===== config.mk =====
export PLATFORM = sky130hd
export DESIGN_NAME = score_text_ctrl_flat
export DESIGN_NICKNAME = d
export VERILOG_FILES = /design/src/rtl/score_text_ctrl_if.sv /design/src/rtl/score_text_ctrl.sv /design/src/flat_wrapper.sv
export SDC_FILE = /design/constraint.sdc
export NUM_CORES = 1
export LEC_CHECK = 0
export BUFFER_PORTS_ARGS = -buffer_cell sky130_fd_sc_hd__clkbuf_2
export CAP_MARGIN = 10
export CORE_MARGIN = 10
export CORE_UTILIZATION = 60
export DETAILED_ROUTE_END_ITERATION = 6
export PLACE_DENSITY = 0.85
export SETUP_SLACK_MARGIN = 0.5
export SYNTH_ARGS = -nofsm -noshare
export SYNTH_HDL_FRONTEND = slang
export SYNTH_SLANG_ARGS = --single-unit

===== constraint.sdc =====
create_clock -name Clk -period 4.1 [get_ports Clk]
set_input_delay 0.82 -clock Clk [delete_from_list [all_inputs] [get_ports Clk]]
set_output_delay 0.82 -clock Clk [all_outputs]
set_load 0.02 [all_outputs]

===== src/rtl/score_text_ctrl_if.sv =====
// +----------------------------------------------------------------------+
// | score_text_ctrl_if                                                   |
// | Point-award, VGA scan-position and glyph-ROM signals of the score    |
// | text block, with master/slave views.                                 |
// | Rev 1.0                                                              |
// +----------------------------------------------------------------------+
`default_nettype none

interface score_text_ctrl_if;
  logic       add_valid;
  logic [7:0] add_points;
  logic       score_clear;
  logic [9:0] DrawX;
  logic [9:0] DrawY;
  logic [9:0] rom_addr;
  logic [7:0] rom_data;
  logic       score_pixel;
  logic       busy;

  modport master (
    output add_valid, add_points, score_clear, DrawX, DrawY, rom_data,
    input  rom_addr, score_pixel, busy
  );

  modport slave (
    input  add_valid, add_points, score_clear, DrawX, DrawY, rom_data,
    output rom_addr, score_pixel, busy
  );
endinterface

`default_nettype wire


===== src/rtl/score_text_ctrl.sv =====
// +----------------------------------------------------------------------+
// | score_text_ctrl                                                      |
// | Saturating score, sequential double-dabble BCD conversion and a      |
// | 2-stage glyph-ROM pixel pipeline drawing "SCORE: nnnnn".             |
// | Optional: define SCORE_BLANK_LZ_EN to blank leading zero digits.     |
// | Rev 1.0                                                              |
// +----------------------------------------------------------------------+
`default_nettype none

module score_text_ctrl #(
  parameter logic [9:0] X0        = 10'd8,
  parameter logic [9:0] Y0        = 10'd8,
  parameter int         DIGITS    = 5,
  parameter int         SCORE_W   = 17,
  parameter int         SCORE_MAX = 99999
) (
  input  logic             Clk,
  input  logic             Reset,
  score_text_ctrl_if.slave bus
);

  localparam int               BCD_W   = 4 * DIGITS;
  localparam int               SHIFT_W = BCD_W + SCORE_W;
  localparam int               CHARS   = 7 + DIGITS;
  localparam int               CNT_W   = $clog2(SCORE_W + 1);
  localparam logic [SCORE_W:0] SAT     = (SCORE_W + 1)'(SCORE_MAX);
  localparam logic [10:0]      X_END   = 11'(X0) + 11'(8 * CHARS);
  localparam logic [10:0]      Y_END   = 11'(Y0) + 11'd16;
  localparam logic [4:0]       G_SPACE = 5'd6;

  typedef enum logic [1:0] {
    S_IDLE    = 2'd0,
    S_CONVERT = 2'd1,
    S_COMMIT  = 2'd2
  } state_t;

  state_t                   state_q, state_d;
  logic [SCORE_W-1:0]       score_q, score_d;
  logic [SCORE_W:0]         sum_w;
  logic                     pending_q, pending_d;
  logic [SHIFT_W-1:0]       shift_q, shift_d, adj_w;
  logic [CNT_W-1:0]         cnt_q, cnt_d;
  logic [DIGITS-1:0][3:0]   digit_q, digit_d;
  logic [DIGITS-1:0]        blank_w;
  logic                     req_w;

  assign req_w = bus.score_clear | bus.add_valid;
  assign sum_w = {1'b0, score_q} + (SCORE_W + 1)'(bus.add_points);

  always_comb begin
    score_d = score_q;
    if (bus.score_clear) begin
      score_d = '0;
    end else if (bus.add_valid) begin
      score_d = (sum_w > SAT) ? SAT[SCORE_W-1:0] : sum_w[SCORE_W-1:0];
    end
  end

  // Double-dabble correction applied to the BCD field before each shift.
  always_comb begin
    adj_w = shift_q;
    for (int i = 0; i < DIGITS; i++) begin
      if (shift_q[SCORE_W + 4*i +: 4] >= 4'd5) begin
        adj_w[SCORE_W + 4*i +: 4] = shift_q[SCORE_W + 4*i +: 4] + 4'd3;
      end
    end
  end

  always_comb begin
    state_d   = state_q;
    shift_d   = shift_q;
    cnt_d     = cnt_q;
    digit_d   = digit_q;
    pending_d = pending_q;
    case (state_q)
      S_IDLE: begin
        if (pending_q) begin
          shift_d   = {{BCD_W{1'b0}}, score_q};
          cnt_d     = '0;
          pending_d = 1'b0;
          state_d   = S_CONVERT;
        end
      end
      S_CONVERT: begin
        shift_d = adj_w << 1;
        cnt_d   = cnt_q + 1'b1;
        if (cnt_q == CNT_W'(SCORE_W - 1)) begin
          state_d = S_COMMIT;
        end
      end
      S_COMMIT: begin
        for (int i = 0; i < DIGITS; i++) begin
          digit_d[i] = shift_q[SCORE_W + 4*i +: 4];
        end
        state_d = S_IDLE;
      end
      default: state_d = S_IDLE;
    endcase
    // A request in the same cycle as the IDLE load must survive it.
    if (req_w) begin
      pending_d = 1'b1;
    end
  end

  always_ff @(posedge Clk) begin
    if (Reset) begin
      state_q   <= S_IDLE;
      score_q   <= '0;
      pending_q <= 1'b0;
      shift_q   <= '0;
      cnt_q     <= '0;
      digit_q   <= '0;
    end else begin
      state_q   <= state_d;
      score_q   <= score_d;
      pending_q <= pending_d;
      shift_q   <= shift_d;
      cnt_q     <= cnt_d;
      digit_q   <= digit_d;
    end
  end

`ifdef SCORE_BLANK_LZ_EN
  logic [DIGITS-1:0] blank_q, blank_d;

  // Blank flags run from the most significant digit down; digit 0 always renders.
  always_comb begin
    logic seen;
    seen    = 1'b0;
    blank_d = blank_q;
    if (state_q == S_COMMIT) begin
      for (int i = DIGITS - 1; i >= 1; i--) begin
        seen       = seen | (shift_q[SCORE_W + 4*i +: 4] != 4'd0);
        blank_d[i] = ~seen;
      end
      blank_d[0] = 1'b0;
    end
  end

  always_ff @(posedge Clk) begin
    if (Reset) begin
      blank_q <= {{(DIGITS-1){1'b1}}, 1'b0};
    end else begin
      blank_q <= blank_d;
    end
  end

  assign blank_w = blank_q;
`else
  assign blank_w = '0;
`endif

  logic       in_box_w;
  logic [9:0] dx_w;
  logic [6:0] char_w;
  logic [2:0] col_w;
  logic [3:0] row_w;
  logic [4:0] glyph_w;
  logic [9:0] addr_d;
  logic [9:0] rom_addr_q;
  logic [2:0] col_q;
  logic       in_box_q;
  logic       pix_q;

  // Compare before subtracting so positions left of or above the box never alias.
  assign in_box_w = (bus.DrawX >= X0) && ({1'b0, bus.DrawX} < X_END) &&
                    (bus.DrawY >= Y0) && ({1'b0, bus.DrawY} < Y_END);
  assign dx_w     = bus.DrawX - X0;
  assign char_w   = dx_w[9:3];
  assign col_w    = dx_w[2:0];
  assign row_w    = bus.DrawY[3:0] - Y0[3:0];

  always_comb begin
    glyph_w = G_SPACE;
    if (char_w < 7'd7) begin
      glyph_w = char_w[4:0];
    end else begin
      for (int i = 0; i < DIGITS; i++) begin
        if (char_w == 7'(7 + DIGITS - 1 - i)) begin
          glyph_w = blank_w[i] ? G_SPACE : (5'(digit_q[i]) + 5'd7);
        end
      end
    end
    addr_d = in_box_w ? {1'b0, glyph_w, row_w} : {1'b0, G_SPACE, 4'd0};
  end

  always_ff @(posedge Clk) begin
    if (Reset) begin
      rom_addr_q <= '0;
      col_q      <= '0;
      in_box_q   <= 1'b0;
      pix_q      <= 1'b0;
    end else begin
      rom_addr_q <= addr_d;
      col_q      <= col_w;
      in_box_q   <= in_box_w;
      pix_q      <= in_box_q & bus.rom_data[3'd7 - col_q];
    end
  end

  assign bus.rom_addr    = rom_addr_q;
  assign bus.score_pixel = pix_q;
  assign bus.busy        = (state_q != S_IDLE);

endmodule

`default_nettype wire


===== src/flat_wrapper.sv =====
// flat-port wrapper written by rule: the top's interface ports become plain ports
module score_text_ctrl_flat 
#(
  parameter logic [9:0] X0        = 10'd8,
  parameter logic [9:0] Y0        = 10'd8,
  parameter int         DIGITS    = 5,
  parameter int         SCORE_W   = 17,
  parameter int         SCORE_MAX = 99999
)
  (Clk, Reset, bus_add_valid, bus_add_points, bus_score_clear, bus_DrawX, bus_DrawY, bus_rom_data, bus_rom_addr, bus_score_pixel, bus_busy);
  score_text_ctrl_if bus_i ();
  input  logic Clk;
  input  logic Reset;
  input wire logic [$bits(bus_i.add_valid)-1:0] bus_add_valid;
  input wire logic [$bits(bus_i.add_points)-1:0] bus_add_points;
  input wire logic [$bits(bus_i.score_clear)-1:0] bus_score_clear;
  input wire logic [$bits(bus_i.DrawX)-1:0] bus_DrawX;
  input wire logic [$bits(bus_i.DrawY)-1:0] bus_DrawY;
  input wire logic [$bits(bus_i.rom_data)-1:0] bus_rom_data;
  output wire logic [$bits(bus_i.rom_addr)-1:0] bus_rom_addr;
  output wire logic [$bits(bus_i.score_pixel)-1:0] bus_score_pixel;
  output wire logic [$bits(bus_i.busy)-1:0] bus_busy;
  assign bus_i.add_valid = bus_add_valid;
  assign bus_i.add_points = bus_add_points;
  assign bus_i.score_clear = bus_score_clear;
  assign bus_i.DrawX = bus_DrawX;
  assign bus_i.DrawY = bus_DrawY;
  assign bus_i.rom_data = bus_rom_data;
  assign bus_rom_addr = bus_i.rom_addr;
  assign bus_score_pixel = bus_i.score_pixel;
  assign bus_busy = bus_i.busy;
  score_text_ctrl #(.X0(X0), .Y0(Y0), .DIGITS(DIGITS), .SCORE_W(SCORE_W), .SCORE_MAX(SCORE_MAX)) u_core (.Clk(Clk), .Reset(Reset), .bus(bus_i));
endmodule

==> results of run 1 <==
layer usage:
layer | vias up | part of all wire
li1 | 2584 | -
met1 | 2398 | 0.45
met2 | 174 | 0.47
met3 | 9 | 0.075
met4 | 0 | 0.0084
met5 | - | 0
final timing paths:
kind / startpoint / endpoint / slack (ns) / cells past startpoint
worst max-delay path: bus_add_points[0] / u_core.score_q[0]$_SDFFE_PP0P_ / 0.92 / 12
worst min-delay path: u_core.shift_q[36]$_SDFFE_PP0P_ / u_core.digit_q[19]$_SDFFE_PP0N_ / 0.47 / 2
worst max register to register: u_core.score_q[0]$_SDFFE_PP0P_ / u_core.score_q[0]$_SDFFE_PP0P_ / 1.12 / 11
worst min register to register: u_core.shift_q[36]$_SDFFE_PP0P_ / u_core.digit_q[19]$_SDFFE_PP0N_ / 0.47 / 2
synth_stat cells, types with 4 or more instances:
cell	number
a211oi_1	9
a21o_1	6
a21oi_1	88
a22oi_1	14
a31oi_1	9
and3_1	5
clkbuf_1	33
dfxtp_1	96
ha_1	31
inv_1	51
nand2_1	73
nand2b_1	15
nand3_1	17
nand4_1	5
nor2_1	42
nor2b_1	7
nor3_1	20
o211a_1	5
o211ai_1	4
o21ai_0	65
or3_1	17
xnor2_1	17
xor2_1	16
power groups by stage:
stage	Sequential (W)	Clock (W)	Combinational [W]
2_1_floorplan	0.000994	0	0.000154
3_3_place_gp	0.00100	0	0.000202
3_5_place_dp	0.00100	0	0.000211
4_1_cts	0.000980	0.000756	0.000213
5_1_grt	0.000984	0.000794	0.000244
6_report	0.000981	0.000745	0.000217
critical path, delay by kind of cell:
kind	cells	cell delay, ns
and+or+nand+nor	3	0.58
adders and majority gates	2	0.42
buffers and inverters	2	0.16
AOI/OAI and AO/OA	5	1.40
area by class of cell:
type | instances | share of cell area
Clock buffer | 10 | 0.0225
Sequential cell | 96 | 0.315
Clock inverter | 5 | 0.0172
Tap cell | 111 | 0.0227
Timing Repair Buffer | 56 | 0.0490
Inverter | 53 | 0.0326
Multi-Input combinational cell | 531 | 0.541
registers in the layout, indices dropped and copies added (netlist names):
signal / cells
u_core.shift_q: 37
u_core.digit_q: 20
u_core.score_q: 17
u_core.bus.rom_addr: 9
u_core.cnt_q: 5
u_core.col_q: 3
u_core.state_q: 2
u_core.bus.score_pixel: 1
u_core.in_box_q: 1
u_core.pending_q: 1
per-stage QoR:
stage	std cells	total power [W]	worst slack [ns]	area, sq um	utilization
after floorplan	722	0.00115	1.00	5610	-
after global placement	846	0.00120	0.700	5850	0.640
after detailed placement	846	0.00121	0.605	5850	0.640
after CTS	861	0.00195	0.960	6100	0.666
after global routing	862	0.00202	0.702	6110	0.667
final	862	0.00194	0.917	6110	0.667
cell families (layout without fill, tap and decap cells):
group | Yosys count | in the layout | share of synthesized area
buffers and inverters | 95 | 124 | 0.0678
AND/OR/NAND/NOR | 225 | 225 | 0.196
multiplexers | 6 | 6 | 0.0154
other | 1 | 1 | 0.000669
flip-flops | 96 | 96 | 0.343
XOR/XNOR | 33 | 33 | 0.0515
adder cells (fa/ha/maj) | 32 | 32 | 0.0727
AO/OA/AOI/OAI | 234 | 234 | 0.253
==> key figures, run 1 <==
Flow run
  • Max-Cap Viols: 0

Layout
  • ANT cells: 0
  • Reg area: 1920 sq um
  • Share of cells above drive strength 1: 0.120
  • P&R area growth vs syn: 8.90%
  • Fill count: 740
  • Commonest cells after routing, fill and taps aside: 96 x dfxtp_1, 88 x a21oi_1, 73 x nand2_1, 65 x o21ai_0, 51 x inv_1
  • # nets final: 819
  • Commonest non-fill, non-tap cell in the layout: dfxtp_1
  • Multi-input gate area: 3310 sq um

Detailed routing
  • Post-route DRC: 0
  • Via/cell ratio: 5.99
  • Wirelength per Cell: 15.0 um
  • Total wire length: 12900 um
  • DRT iter0 DRCs: 545
  • DRT antenna net count: 0
  • Vias: 5165
  • Length of the first detailed-routing pass in iterations: 7

Setup path
  • Crit-path most repeated cell: o21ai_2
  • Largest stage delay on the critical path: 0.51 ns
  • Critical Path Fanout Max: 13
  • CP Class: in -> reg
  • CP Launch Type: input port
  • Arrival @ worst endpoint: 3.39 ns
  • Slowest cell on the critical path: o21ai_2
  • WP data required: 4.31 ns
  • CP endpoint kind: register
  • Critical Path, Cell by Cell: clkbuf_2, ha_1, inv_1, fa_1, and2b_1, o2111a_1, o21ai_2, nand2_2, a311oi_1, nand4_1, o21ai_2, a31oi_1

Global routing
  • Tot GR Track Use: 0.191
  • Met2 usage in global routing: 0.328
  • Most used routing layer in global routing: met2
  • Initial antenna violation count: 0
  • GRT overflow: 0
  • Met3 Use GR: 0.0375
  • GR met1 Demand/Resource: 0.240
  • Largest net degree at the start of global routing: 74
  • First-pass GRT wire length: 21900 um
  • Number of global-route vias before repair: 4904

Synth
  • Yosys top cell by area: dfxtp_1
  • Post-synth EDFFs: 0
  • Share of the synthesized area in the top cell type: 0.343
  • Synthesized cell area: 5610 sq um
  • Synth cell types: 69
  • Prevailing post-synth register cell: dfxtp_1
  • Yosys reg bits: 96
  • Seq/Total Area, Yosys: 0.343
  • Synthesized instance count: 722
  • Avg Inst Size Synth: 7.77 sq um
  • Top cells by area, synth: dfxtp_1 34%, a21oi_1 7.9%, ha_1 6.9%
  • Post-synth ARST share: 0
  • Warnings from Yosys: 0
  • Synth Net Count: 794

Placement
  • Placed wire-length estimate: 8980 um
  • I/O Buffers: 50
  • Final GP Congestion: 0.891

CTS
  • Clock Sinks: 96
  • Clk_lat worst skew: 0.36 ns
  • CTS tree: yes
  • Post-CTS setup buffers: 0
  • CTS Buffer Depth: 2
  • Clk Tree Root Cell: clkbuf_8
  • CTS Buf Count: 9
  • Hold_buf cts: 0
  • Reg clk slew, reported paths: 0.09 ns
  • Cts repair resizes: 0
  • Depth of the CTS H-tree: 3

STA
  • Final Hold Fails: 0
  • Setup violators final: 0
  • Max Freq: 314 MHz
  • Slew HR: 0.272
  • Worst Max-Slew Pin Slew: 1.09 ns
  • RSZ-0062 raised after global routing: false
  • Period minus WS final: 3.18 ns
  • Fin. max-slew vios: 0
  • Sum Neg Setup Slack: 0 ns
  • Final Skew: 0.0122 ns
  • Smallest hold slack: 0.471 ns
  • Final worst-path cycle share: 0.776

Status
  • Status: complete, no violations

Power
  • Worst VDD drop: 0.215 mV
  • Switching share of power: 0.249
  • Clock share of power: 0.384
  • Int Pwr: 0.00146 W
  • Logic pwr share: 0.112
  • Seq pwr share: 0.505
  • Lkg Pwr: 2.40 nW
  • Pwr per Cell Area: 318 nW/um^2
  • Switch Pwr: 0.000484 W

Die
  • Initial Utilization: 0.613
  • Die H: 117 um
  • Core Region: 9150 sq um
  • Row count: 35
  • Die ar.: 13600 sq um
  • IO Pins: 52
  • Die width: 117 um

Hold path
  • Hold Crit Class: reg -> reg
(Power assumes the default switching activity.)
==> run 2, diff against run 1 <==
==> constraint.sdc (replaced) <==
create_clock -name Clk -period 3.27 [get_ports Clk]
set_input_delay 0.654 -clock Clk [delete_from_list [all_inputs] [get_ports Clk]]
set_output_delay 0.654 -clock Clk [all_outputs]
set_load 0.02 [all_outputs]
==> run 2 against run 1 <==
  * Die area unchanged
  * Cell count grew 1.0%
  * Non-clock buffer count grew 8
  * Routed wire length up 2.9%
  * Combinational power rose by 32%
  * Critical path type unchanged
==> key figures, run 2 (synthesis results as in run 1) <==
Power
  • Pwr per Cell Area: 364 nW/um^2 (was 318 nW/um^2)
  • Worst VDD drop: 0.258 mV (was 0.215 mV)
  • Lkg Pwr: 2.42 nW (was 2.40 nW)
  • Final Power: 0.00224 W (was 0.00194 W)

Die
  • Die width: 117 um (unchanged)
  • Die H: 117 um (unchanged)
  • Core Region: 9150 sq um (unchanged)
  • Row count: 35 (unchanged)
  • IO Pins: 52 (unchanged)
  • Initial Utilization: 0.613 (unchanged)
  • Die ar.: 13600 sq um (unchanged)

Detailed routing
  • Wirelength per Cell: 15.3 um (was 15.0 um)
  • Post-route DRC: 0 (unchanged)
  • DRT antenna net count: 0 (unchanged)
  • Vias: 5226 (was 5165)
  • Via/cell ratio: 6.00 (was 5.99)
  • Total wire length: 13300 um (was 12900 um)
  • Length of the first detailed-routing pass in iterations: 5 (was 7)
  • DRT iter0 DRCs: 680 (was 545)

Setup path
  • Critical Path, Cell by Cell: clkbuf_2, ha_4, inv_2, fa_2, and2b_1, o2111a_1, o21ai_2, nand2_2, a311oi_2, nand4_1, o311ai_0, a21oi_1 (was clkbuf_2, ha_1, inv_1, fa_1, and2b_1, o2111a_1, o21ai_2, nand2_2, a311oi_1, nand4_1, o21ai_2, a31oi_1)
  • CP Launch Type: input port (unchanged)
  • Arrival @ worst endpoint: 3.02 ns (was 3.39 ns)
  • Largest stage delay on the critical path: 0.39 ns (was 0.51 ns)
  • Setup crit start: bus_add_points[0] (unchanged)
  • Slowest cell on the critical path: o311ai_0 (was o21ai_2)
  • Worst r2r src: u_core.score_q[0]$_SDFFE_PP0P_ (unchanged)
  • Critical Path Fanout Max: 7 (was 13)
  • CP Class: in -> reg (unchanged)
  • WP data required: 3.50 ns (was 4.31 ns)
  • CP endpoint kind: register (unchanged)

Global routing
  • Tot GR Track Use: 0.192 (was 0.191)
  • Initial antenna violation count: 0 (unchanged)
  • GRT overflow: 0 (unchanged)
  • First-pass GRT wire length: 21700 um (was 21900 um)
  • Largest net degree at the start of global routing: 41 (was 74)
  • Number of global-route vias before repair: 4789 (was 4904)

Hold path
  • HP Start: u_core.in_box_q$_SDFF_PP0_ (was u_core.shift_q[36]$_SDFFE_PP0P_)
  • Hold Crit Class: reg -> reg (unchanged)

STA
  • Final worst-path cycle share: 0.852
  • Setup violators final: 0 (unchanged)
  • Final Hold Fails: 0 (unchanged)
  • RSZ-0062 raised after global routing: false (unchanged)
  • Max Freq: 359 MHz
  • Fin. max-slew vios: 0 (unchanged)
  • Slew HR: 0.585 (was 0.272)
  • Final Skew: 0.00974 ns (was 0.0122 ns)
  • Worst Max-Slew Pin Slew: 0.621 ns (was 1.09 ns)
  • Sum Neg Setup Slack: 0 ns (unchanged)
  • Period minus WS final: 2.78 ns

CTS
  • Clock Sinks: 96 (unchanged)
  • CTS Buf Count: 9 (unchanged)
  • CTS tree: yes (unchanged)
  • Clk_lat worst skew: 0.36 ns (about the same)
  • Reg clk slew, reported paths: 0.09 ns (about the same)
  • Clk Tree Root Cell: clkbuf_8 (unchanged)
  • CTS Buffer Depth: 2 (unchanged)
  • Depth of the CTS H-tree: 3 (unchanged)

Layout
  • Post-Layout Cell Count: 871 (was 862)
  • Commonest cells after routing, fill and taps aside: 95 x dfxtp_1, 87 x a21oi_1, 73 x nand2_1, 63 x o21ai_0 (was 96 x dfxtp_1, 88 x a21oi_1, 73 x nand2_1, 65 x o21ai_0, 51 x inv_1)
  • Fill count: 707 (was 740)
  • Commonest non-fill, non-tap cell in the layout: dfxtp_1 (unchanged)
  • # nets final: 827 (was 819)
  • Share of cells above drive strength 1: 0.145 (was 0.120)
  • Max reg flops: 37 (unchanged)
  • Biggest regs: u_core.shift_q (37), u_core.digit_q (20), u_core.score_q (17) (unchanged)
  • P&R area growth vs syn: 10.0% (was 8.90%)
  • Top reg by flops: u_core.shift_q (unchanged)
  • ANT cells: 0 (unchanged)

Status
  • Status: complete, no violations (unchanged)

Placement
  • Final GP Congestion: 0.917 (was 0.891)
  • I/O Buffers: 50 (unchanged)
  • Cell count after placement: 850 (was 846)
  • Placed wire-length estimate: 9370 um (was 8980 um)

Flow run
  • Max-Cap Viols: 0 (unchanged)
==> run 2: final cells by class <==
cell class,count,area (sq um),share of cell area
multi-input combinational,531,3360,0.545
sequential,96,1930,0.312
timing repair buffer,64,359,0.0582
inverter,53,199,0.0322
clock buffer,12,155,0.0251
tap,111,139,0.0225
clock inverter,4,28.8,0.00466
==> run 2: critical path: cells and delay by family <==
| kind | cells | cell delay, ns |
|---|---|---|
| buf+inv | 2 | 0.15 |
| fa+ha+maj | 2 | 0.36 |
| simple gates | 3 | 0.56 |
| compound gates | 5 | 1.27 |
==> run 2: worst paths after layout <==
path / to / slack (ns) / cells past startpoint
setup / recovery: u_core.score_q[16]$_SDFFE_PP0P_ / 0.49 / 12
hold / removal: u_core.bus.score_pixel$_SDFF_PP0_ / 0.47 / 1
setup reg to reg: u_core.score_q[16]$_SDFFE_PP0P_ / 0.51 / 11
hold reg to reg: u_core.bus.score_pixel$_SDFF_PP0_ / 0.47 / 1
==> run 2: metal layers <==
metal / routed length (um) / global-route usage / up-vias
li1: - / - / 2592
met2: 6050 / 0.307 / 173
met5: 0 / 0 / -
met4: 148 / 0.0610 / 0
met1: 6110 / 0.255 / 2448
met3: 989 / 0.0390 / 13
==> run 2: repair_timing <==
action,in CTS,in global routing
hold buffers,0,0
resized for setup,0,12
setup endpoints to repair,0,16
buffers inserted,0,5
==> run 2: report_power, final <==
group          internal (W)  leakage, nW  switching, W
logic              0.000111         1.55      0.000176
registers           0.00120        0.781     0.0000306
clock network      0.000319       0.0886      0.000409
total               0.00163         2.42      0.000615
==> run 2: metrics by stage <==
stage | area (sq um) | hold WS (ns) | utilization | setup WS [ns]
finish | 6170 | 0.474 | 0.674 | 0.486
global route | 6170 | 0.486 | 0.674 | 0.393
CTS | 6090 | 0.476 | 0.665 | 0.514
detailed placement | 5900 | 0.466 | 0.645 | 0.190
global placement | 5900 | 0.445 | 0.645 | 0.285
floorplan | 5630 | 0.441 | - | 0.500
